**src/rtl/umem_arbiter_if.sv**
```systemverilog
// umem_arbiter_if: request/grant and memory-port signals of the unified memory arbiter
interface umem_arbiter_if #(
  parameter int AWIDTH = 32,
  parameter int DWIDTH = 32
);
  logic              if_req;
  logic [AWIDTH-1:0] if_addr;
  logic              if_gnt;
  logic              if_rvalid;
  logic [DWIDTH-1:0] if_rdata;
  logic              d_req;
  logic              d_we;
  logic [AWIDTH-1:0] d_addr;
  logic [DWIDTH-1:0] d_wdata;
  logic [2:0]        d_funct3;
  logic              d_gnt;
  logic              d_rvalid;
  logic [DWIDTH-1:0] d_rdata;
  logic [AWIDTH-1:0] mem_addr;
  logic [DWIDTH-1:0] mem_wdata;
  logic              mem_read_en;
  logic              mem_write_en;
  logic [2:0]        mem_funct3;
  logic [DWIDTH-1:0] mem_rdata;
  logic              if_stall;
  logic              d_stall;
  modport slave (
    input  if_req, if_addr, d_req, d_we, d_addr, d_wdata, d_funct3, mem_rdata,
    output if_gnt, if_rvalid, if_rdata, d_gnt, d_rvalid, d_rdata,
           mem_addr, mem_wdata, mem_read_en, mem_write_en, mem_funct3, if_stall, d_stall
  );
  modport master (
    output if_req, if_addr, d_req, d_we, d_addr, d_wdata, d_funct3, mem_rdata,
    input  if_gnt, if_rvalid, if_rdata, d_gnt, d_rvalid, d_rdata,
           mem_addr, mem_wdata, mem_read_en, mem_write_en, mem_funct3, if_stall, d_stall
  );
endinterface

```
**src/rtl/umem_arbiter.sv**
```systemverilog
// umem_arbiter: shares one memory port between fetch and load/store; define UMEM_ARB_RR_EN for round-robin conflicts
module umem_arbiter #(
  parameter int AWIDTH      = 32,
  parameter int DWIDTH      = 32,
  parameter int DSTREAK_MAX = 4
) (
  input logic            clk,
  input logic            rst,
  umem_arbiter_if.slave  bus
);
  localparam logic [1:0] OWN_NONE = 2'd0;
  localparam logic [1:0] OWN_IF   = 2'd1;
  localparam logic [1:0] OWN_D    = 2'd2;
  localparam logic [2:0] F3_LW    = 3'b010;
  logic [1:0] rd_owner;
  logic       if_gnt;
  logic       d_gnt;
  logic       d_wins;
`ifdef UMEM_ARB_RR_EN
  logic last_d;
  assign d_wins = ~last_d;
  // remember which side took the most recent grant so conflicts alternate
  always_ff @(posedge clk or negedge rst)
    if (!rst) last_d <= 1'b0;
    else if (if_gnt | d_gnt) last_d <= d_gnt;
`else
  logic [3:0] dstreak;
  assign d_wins = dstreak != 4'(DSTREAK_MAX);
  // count data grants taken while fetch waits; fetch wins once the bound is hit
  always_ff @(posedge clk or negedge rst)
    if (!rst) dstreak <= '0;
    else if (!bus.if_req || if_gnt) dstreak <= '0;
    else if (d_gnt) dstreak <= dstreak + 4'd1;
`endif
  // outputs are forced low while reset is asserted, so grants are qualified by rst
  assign d_gnt  = rst & bus.d_req & (~bus.if_req | d_wins);
  assign if_gnt = rst & bus.if_req & ~d_gnt;
  assign bus.if_gnt       = if_gnt;
  assign bus.d_gnt        = d_gnt;
  assign bus.if_stall     = rst & bus.if_req & ~if_gnt;
  assign bus.d_stall      = rst & bus.d_req & ~d_gnt;
  assign bus.mem_addr     = if_gnt ? bus.if_addr : d_gnt ? bus.d_addr : '0;
  assign bus.mem_wdata    = d_gnt ? bus.d_wdata : '0;
  assign bus.mem_read_en  = if_gnt | (d_gnt & ~bus.d_we);
  assign bus.mem_write_en = d_gnt & bus.d_we;
  assign bus.mem_funct3   = if_gnt ? F3_LW : d_gnt ? bus.d_funct3 : '0;
  assign bus.if_rvalid    = rd_owner == OWN_IF;
  assign bus.d_rvalid     = rd_owner == OWN_D;
  assign bus.if_rdata     = bus.if_rvalid ? bus.mem_rdata : '0;
  assign bus.d_rdata      = bus.d_rvalid ? bus.mem_rdata : '0;
  // record who issued this cycle's read so the returning word is steered next cycle
  always_ff @(posedge clk or negedge rst)
    if (!rst) rd_owner <= OWN_NONE;
    else rd_owner <= if_gnt ? OWN_IF : (d_gnt & ~bus.d_we) ? OWN_D : OWN_NONE;
endmodule

```
**src/flat_wrapper.sv**
```systemverilog
// flat-port wrapper written by rule: the top's interface ports become plain ports
module umem_arbiter_flat 
#(
  parameter int AWIDTH      = 32,
  parameter int DWIDTH      = 32,
  parameter int DSTREAK_MAX = 4
)
  (clk, rst, bus_if_req, bus_if_addr, bus_d_req, bus_d_we, bus_d_addr, bus_d_wdata, bus_d_funct3, bus_mem_rdata, bus_if_gnt, bus_if_rvalid, bus_if_rdata, bus_d_gnt, bus_d_rvalid, bus_d_rdata, bus_mem_addr, bus_mem_wdata, bus_mem_read_en, bus_mem_write_en, bus_mem_funct3, bus_if_stall, bus_d_stall);
  umem_arbiter_if #(.AWIDTH(AWIDTH), .DWIDTH(DWIDTH)) bus_i ();
  input logic clk;
  input logic rst;
  input wire logic [$bits(bus_i.if_req)-1:0] bus_if_req;
  input wire logic [$bits(bus_i.if_addr)-1:0] bus_if_addr;
  input wire logic [$bits(bus_i.d_req)-1:0] bus_d_req;
  input wire logic [$bits(bus_i.d_we)-1:0] bus_d_we;
  input wire logic [$bits(bus_i.d_addr)-1:0] bus_d_addr;
  input wire logic [$bits(bus_i.d_wdata)-1:0] bus_d_wdata;
  input wire logic [$bits(bus_i.d_funct3)-1:0] bus_d_funct3;
  input wire logic [$bits(bus_i.mem_rdata)-1:0] bus_mem_rdata;
  output wire logic [$bits(bus_i.if_gnt)-1:0] bus_if_gnt;
  output wire logic [$bits(bus_i.if_rvalid)-1:0] bus_if_rvalid;
  output wire logic [$bits(bus_i.if_rdata)-1:0] bus_if_rdata;
  output wire logic [$bits(bus_i.d_gnt)-1:0] bus_d_gnt;
  output wire logic [$bits(bus_i.d_rvalid)-1:0] bus_d_rvalid;
  output wire logic [$bits(bus_i.d_rdata)-1:0] bus_d_rdata;
  output wire logic [$bits(bus_i.mem_addr)-1:0] bus_mem_addr;
  output wire logic [$bits(bus_i.mem_wdata)-1:0] bus_mem_wdata;
  output wire logic [$bits(bus_i.mem_read_en)-1:0] bus_mem_read_en;
  output wire logic [$bits(bus_i.mem_write_en)-1:0] bus_mem_write_en;
  output wire logic [$bits(bus_i.mem_funct3)-1:0] bus_mem_funct3;
  output wire logic [$bits(bus_i.if_stall)-1:0] bus_if_stall;
  output wire logic [$bits(bus_i.d_stall)-1:0] bus_d_stall;
  assign bus_i.if_req = bus_if_req;
  assign bus_i.if_addr = bus_if_addr;
  assign bus_i.d_req = bus_d_req;
  assign bus_i.d_we = bus_d_we;
  assign bus_i.d_addr = bus_d_addr;
  assign bus_i.d_wdata = bus_d_wdata;
  assign bus_i.d_funct3 = bus_d_funct3;
  assign bus_i.mem_rdata = bus_mem_rdata;
  assign bus_if_gnt = bus_i.if_gnt;
  assign bus_if_rvalid = bus_i.if_rvalid;
  assign bus_if_rdata = bus_i.if_rdata;
  assign bus_d_gnt = bus_i.d_gnt;
  assign bus_d_rvalid = bus_i.d_rvalid;
  assign bus_d_rdata = bus_i.d_rdata;
  assign bus_mem_addr = bus_i.mem_addr;
  assign bus_mem_wdata = bus_i.mem_wdata;
  assign bus_mem_read_en = bus_i.mem_read_en;
  assign bus_mem_write_en = bus_i.mem_write_en;
  assign bus_mem_funct3 = bus_i.mem_funct3;
  assign bus_if_stall = bus_i.if_stall;
  assign bus_d_stall = bus_i.d_stall;
  umem_arbiter #(.AWIDTH(AWIDTH), .DWIDTH(DWIDTH), .DSTREAK_MAX(DSTREAK_MAX)) u_core (.clk(clk), .rst(rst), .bus(bus_i));
endmodule
```
**config.mk**
```make
export PLATFORM = sky130hd
export DESIGN_NAME = umem_arbiter_flat
export DESIGN_NICKNAME = d
export VERILOG_FILES = /design/src/rtl/umem_arbiter_if.sv /design/src/rtl/umem_arbiter.sv /design/src/flat_wrapper.sv
export SDC_FILE = /design/constraint.sdc
export NUM_CORES = 1
export LEC_CHECK = 0
export ABC_CLOCK_PERIOD_IN_PS = 2200
export BUFFER_PORTS_ARGS = -buffer_cell sky130_fd_sc_hd__buf_2
export CAP_MARGIN = 20
export CORE_AREA = 2 2 106 108
export DETAILED_ROUTE_END_ITERATION = 8
export DIE_AREA = 0 0 108 110
export GPL_TIMING_DRIVEN = 0
export PLACE_DENSITY = 0.57
export SLEW_MARGIN = 20
export SYNTH_ARGS = -nofsm -noshare
export SYNTH_HDL_FRONTEND = slang
export SYNTH_SLANG_ARGS = --single-unit
```
**constraint.sdc**
```tcl
create_clock -name clk -period 2.2 [get_ports clk]
set_input_delay 0.44 -clock clk [delete_from_list [all_inputs] [get_ports clk]]
set_output_delay 0.44 -clock clk [all_outputs]
set_load 0.03 [all_outputs]
```
---- After elaboration in Yosys (flattened, before gate mapping) ----
Cells that the tools add are included.
operators by class
  add/sub/neg operators ................... 1
  equality and inequality tests ........... 3
  mux-type cells .......................... 11
  bitwise gates (word level) .............. 14
  reductions and logical operators ........ 3
operator list
  cell                                                  number
  2-to-1 mux 32 bit                                     5
  AND 1 bit                                             8
  2-to-1 mux 4 bit                                      2
  2-to-1 mux 3 bit                                      2
  adder 4 x 1 -> 4 bit (second input constant)          1
  2-to-1 mux 2 bit                                      2
  != test 4 x 3 -> 1 bit (second input constant)        1
  NOT 1 bit                                             4
  equality test 2 x 1 -> 1 bit (second input constant)  1
  equality test 2 bit (second input constant)           1
  OR 1 bit                                              2
  nonzero test 2 bit                                    1
  zero test 1 bit                                       1
  logical OR 1 bit                                      1
word-level totals
  flip-flop bits (word level) ............. 6

---- Longest topological paths before layout ----
  depth after elaboration ................. 7
  mapped depth ............................ 7
  depth with buffers taken out ............ 7

---- Least setup slack after synthesis ----
Ideal clock, no wire load.
  path kind ............................... reg-to-output
  from .................................... register u_core.dstreak[0]
  to ...................................... output bus_mem_addr[23]
  data arrival time ....................... 1.626 ns
  required time ........................... 1.760 ns
  slack ................................... 0.134 ns
  cell stages (with the launch flop) ...... 8
  buffers on the path ..................... 1
  cell sequence ........................... dfrtp_1 inv_1 ha_1 nor2b_2 nand2_1 a21oi_4 buf_6 a22o_1
between the ends
  longest elaborated chain between the ends .. 6
  elaborated cells on any way between the ends .. 7
RTL lines
  what                    RTL line            text
  start, declared         umem_arbiter.sv:27  logic [3:0] dstreak;
  start signal, assigned  umem_arbiter.sv:33  else if (d_gnt) dstreak <= dstreak + 4'd1;
  != test 4 x 3 -> 1 bit  umem_arbiter.sv:28  assign d_wins = dstreak != 4'(DSTREAK_MAX);
  OR 1 bit                umem_arbiter.sv:36  assign d_gnt = rst & bus.d_req & (~bus.if_req | d_wins);
  AND 1 bit               umem_arbiter.sv:36
  NOT 1 bit               umem_arbiter.sv:37  assign if_gnt = rst & bus.if_req & ~d_gnt;
  AND 1 bit               umem_arbiter.sv:37
  named net bus_if_gnt    flat_wrapper.sv:20  output wire logic [$bits(bus_i.if_gnt)-1:0] bus_if_gnt;
  2-to-1 mux 32 bit       umem_arbiter.sv:42  assign bus.mem_addr = if_gnt ? bus.if_addr : d_gnt ? bus.d_addr : '0;
  end, declared           flat_wrapper.sv:26  output wire logic [$bits(bus_i.mem_addr)-1:0] bus_mem_addr;
The timed path passes the listed nets, and every way through them passes these cells.

---- Worst setup path after layout ----
  from .................................... register u_core.dstreak[0]
  to ...................................... output bus_mem_addr[28]
between the ends
  longest elaborated chain between the ends .. 6
  elaborated cells on any way between the ends .. 7
RTL lines
  what                        RTL line
  != test 4 x 3 -> 1 bit (*)  umem_arbiter.sv:28
  OR 1 bit (*)                umem_arbiter.sv:36
  AND 1 bit (*)               umem_arbiter.sv:36
  NOT 1 bit                   umem_arbiter.sv:37
  AND 1 bit                   umem_arbiter.sv:37
  2-to-1 mux 32 bit (*)       umem_arbiter.sv:42
Mark *: on every way between the ends. The rest lies on a longest branch, timed or not.

==> qor.yml <==
floorplan:
  core.rowCount: 38
  core_area_sq_um: 10700
  die_area_sq_um: 11900
  die_height_um: 110
  initial_core_util_pct: 12.8
  boundaryPins: 275
  die_width_um: 108
yosys:
  synthesis.nets: 324
  post_synth_xor_area_fraction_pct: 0
  synth_fa_ha_area_share_pct: 1.82
  synthArstFlopShare_pct: 100
  synth_enable_flop_cells: 0
  netlist_cell_types: 30
  yosys_register_bits: 6
  main_combinational_cell_family_by_area_after_synthesis: "simple AND/OR/NAND/NOR gates"
  synth_compound_gate_area_share_pct: 24.4
  synth.yosys.seq_area_share_pct: 10.9
  syn_avg_cell_area_sq_um: 7.37
  post_synthesis_mux_area_share_pct: 0.730
  syn_area_sq_um: 1370
  synth_ff_type: "sky130_fd_sc_hd__dfrtp_1"
  synth_warnings: 0
  simple_gate_share_of_the_synthesized_area_pct: 54.7
  syn-instance-count: 186
timing:
  min_period_over_period_pct: 105
  transition_time_of_the_tightest_slew_check_pin_ns: 0.315
  final_period_minus_worst_setup_slack_ns: 2.32
  final.hold.worst_slack_ns: 0.0820
  final_hold_viol_count: 0
  slew_headroom_pct: 79.0
  fmax_mhz: 431
  finalSetupViolCount: 36
  finClkSkew_ns: 0.00137
  rsz0062_at_grt: "yes"
  setup_ws_ns: -0.119
  finalMaxSlewViolations: 0
pwr:
  worst_ir_drop_vdd_uv: 183
  power.density_nw_per_um2: 282
  leakagePower_nw: 2.07
cells_and_area:
  layout.core_utilization_pct: 31.3
  drive_gt1_share_pct: 66.0
  layout.cells.most_common_list: "sky130_fd_sc_hd__buf_2 (244), sky130_fd_sc_hd__and2_1 (101), sky130_fd_sc_hd__buf_6 (35)"
  layout.cells.most_common: "sky130_fd_sc_hd__buf_2"
  area_growth_syn_to_layout_pct: 144
  layout.nets: 616
  n_antenna_cell: 0
run_status:
  failed_checks: "setup timing"
  outcome: "finished, violations left"
setup_path:
  worst-endpoint-required_ns: 1.76
  timing.reg2reg.setup_slack_ns: 0.67
  worstPathArrival_ns: 1.88
  critical_path.max_stage_delay_ns: 0.39
  worst_path_dominant_cell_family: "buffers and inverters"
  worstReg2RegStart: "u_core.dstreak[0]"
  critical_path.max_fanout: 5
  critical_path_buf_inv_count: 4
  reg2reg_depth: 7
  worstSetupPathType: "reg -> out"
  cp_cell_sequence: "inv_2, ha_4, nor2b_4, nand2_2, a21oi_4, buf_12, buf_8, a22o_1, buf_6"
  worst_r2r_endpoint: "u_core.dstreak[3]"
  critPathCaptureType: "primary output"
  worst_setup_path_start_kind: "flip-flop"
  timing.critical_path.slowest_stage_cell: "sky130_fd_sc_hd__dfrtp_1"
global_route:
  grt_remaining_overflow: 0
  antenna_found_initial: 1
  number_of_global_route_vias_before_repair: 2347
  grt_start_max_net_pins: 15
  grt_first_pass_wirelength_um: 12300
  grt_util_all_layers_pct: 13.6
drt:
  detailedRoute.firstPassIterationCount: 4
  remaining_drc_errors: 0
  drt-wirelength-per-cell_um: 14.9
  met2_length_um: 4760
  post_drt_via_cell_ratio: 4.06
  drt_wl_total_um: 9200
  met3WireLength_um: 850
  routed.top_layer: "met5"
  remaining_antenna_violation_count: 0
  route.layer.met1.wl_um: 3340
  dr.first_iter.drc_count: 142
  detailroute.via_count: 2504
worst_hold_path:
  timing.hold.worst.class: "in -> async"
placed_design:
  io_buffer_count: 274
  gp_congestion: 0.938
  detail_placement_hpwl_um: 8100
run:
  max_cap_violations: 0
cts:
  cts_inserted_buffers: 3
  clk_latency_ns: 0.22
  ctsRootBufferMaster: "sky130_fd_sc_hd__clkbuf_8"
  clock_tree_from_tritoncts: "yes"
  cts.sink_count: 6
  htree_num_levels: 1
  path_clk_slew_ns: 0.04
  cts_max_path_buffers: 2
report_power, final:
group	switching, W	internal [W]	leakage (nW)	total, W
Combinational	0.000378	0.000283	1.97	0.000661
Clock	0.0000494	0.000118	0.0216	0.000167
Sequential	0.00000247	0.000114	0.0821	0.000116
kinds of logic after synthesis:
group,after synthesis
simple gates,120
compound gates,38
buf+inv,19
flops,6
fa+ha+maj,2
mux,1
registers in the layout, indices dropped and copies added (netlist names):
name	cells
u_core.dstreak	4
u_core.rd_owner	2
timing repair:
item | CTS | global route
hold buffers | 0 | 0
buffers inserted | 9 | 4
hold endpoints to repair | 0 | 0
pin swaps | 19 | 9
cloned | 1 | 0
gates resized for setup | 78 | 15
setup endpoints to repair | 71 | 81
cells in the mapped netlist (2+ instances only):
library cell,instances,area (sq um)
sky130_fd_sc_hd__a22o_1,32,280
sky130_fd_sc_hd__nand2_1,2,7.51
sky130_fd_sc_hd__dfrtp_1,6,150
sky130_fd_sc_hd__clkbuf_1,6,22.5
sky130_fd_sc_hd__nor2_1,2,7.51
sky130_fd_sc_hd__ha_1,2,25.0
sky130_fd_sc_hd__buf_6,3,33.8
sky130_fd_sc_hd__inv_1,2,7.51
sky130_fd_sc_hd__nand3_1,2,10.0
sky130_fd_sc_hd__buf_2,4,20.0
sky130_fd_sc_hd__nor2b_1,4,25.0
sky130_fd_sc_hd__and2_1,101,632
sky130_fd_sc_hd__clkbuf_2,3,15.0
per-layer routing:
metal | GRT usage, % | vias up
li1 | - | 1205
met1 | 15.0 | 1104
met2 | 26.4 | 179
met3 | 2.47 | 14
met4 | 4.12 | 2
met5 | 0 | -
worst max-delay path by stage:
stage / to / depth (start not counted) / slack [ns] / startpoint
floorplan: bus_mem_addr[23] / 7 / 0.13 / u_core.dstreak[0]
global placement: bus_mem_addr[24] / 8 / -0.07 / u_core.dstreak[0]
detailed placement: bus_mem_addr[23] / 8 / -0.09 / u_core.dstreak[0]
CTS: bus_mem_addr[27] / 9 / -0.06 / u_core.dstreak[1]
global route: bus_mem_addr[3] / 9 / -0.16 / u_core.dstreak[1]
finish: bus_mem_addr[28] / 9 / -0.12 / u_core.dstreak[0]
layout make-up:
cell class	count	area (sq um)
Timing Repair Buffer	287	1690
Tap cell	140	175
Clock buffer	3	41.3
Sequential cell	6	150
Multi-Input combinational cell	161	1160
Fill cell	1160	7350
Buffer	16	115
Inverter	3	16.3
through the flow:
| stage | std cells | area, sq um | setup slack (ns) | power, W | setup TNS (ns) |
|---|---|---|---|---|---|
| global route | 616 | 3340 | -0.162 | 0.000996 | -6.76 |
| detailed placement | 600 | 2920 | -0.0918 | 0.000703 | -1.04 |
| floorplan | 186 | 1370 | 0.134 | 0.000443 | 0 |
| CTS | 613 | 3310 | -0.0643 | 0.000944 | -1.40 |
| global placement | 600 | 2920 | -0.0653 | 0.000699 | -0.473 |
| finish | 616 | 3340 | -0.119 | 0.000944 | -2.25 |
worst reg2reg max path, cell delays in order, from the launching register on:
cell	delay [ns]
sky130_fd_sc_hd__dfrtp_1	0.39
sky130_fd_sc_hd__inv_2	0.09
sky130_fd_sc_hd__ha_4	0.13
sky130_fd_sc_hd__nand4b_1	0.11
sky130_fd_sc_hd__nand3_2	0.15
sky130_fd_sc_hd__clkinv_4	0.12
sky130_fd_sc_hd__and3_1	0.18
sky130_fd_sc_hd__o31a_1	0.22
(Power assumes the default switching activity.)
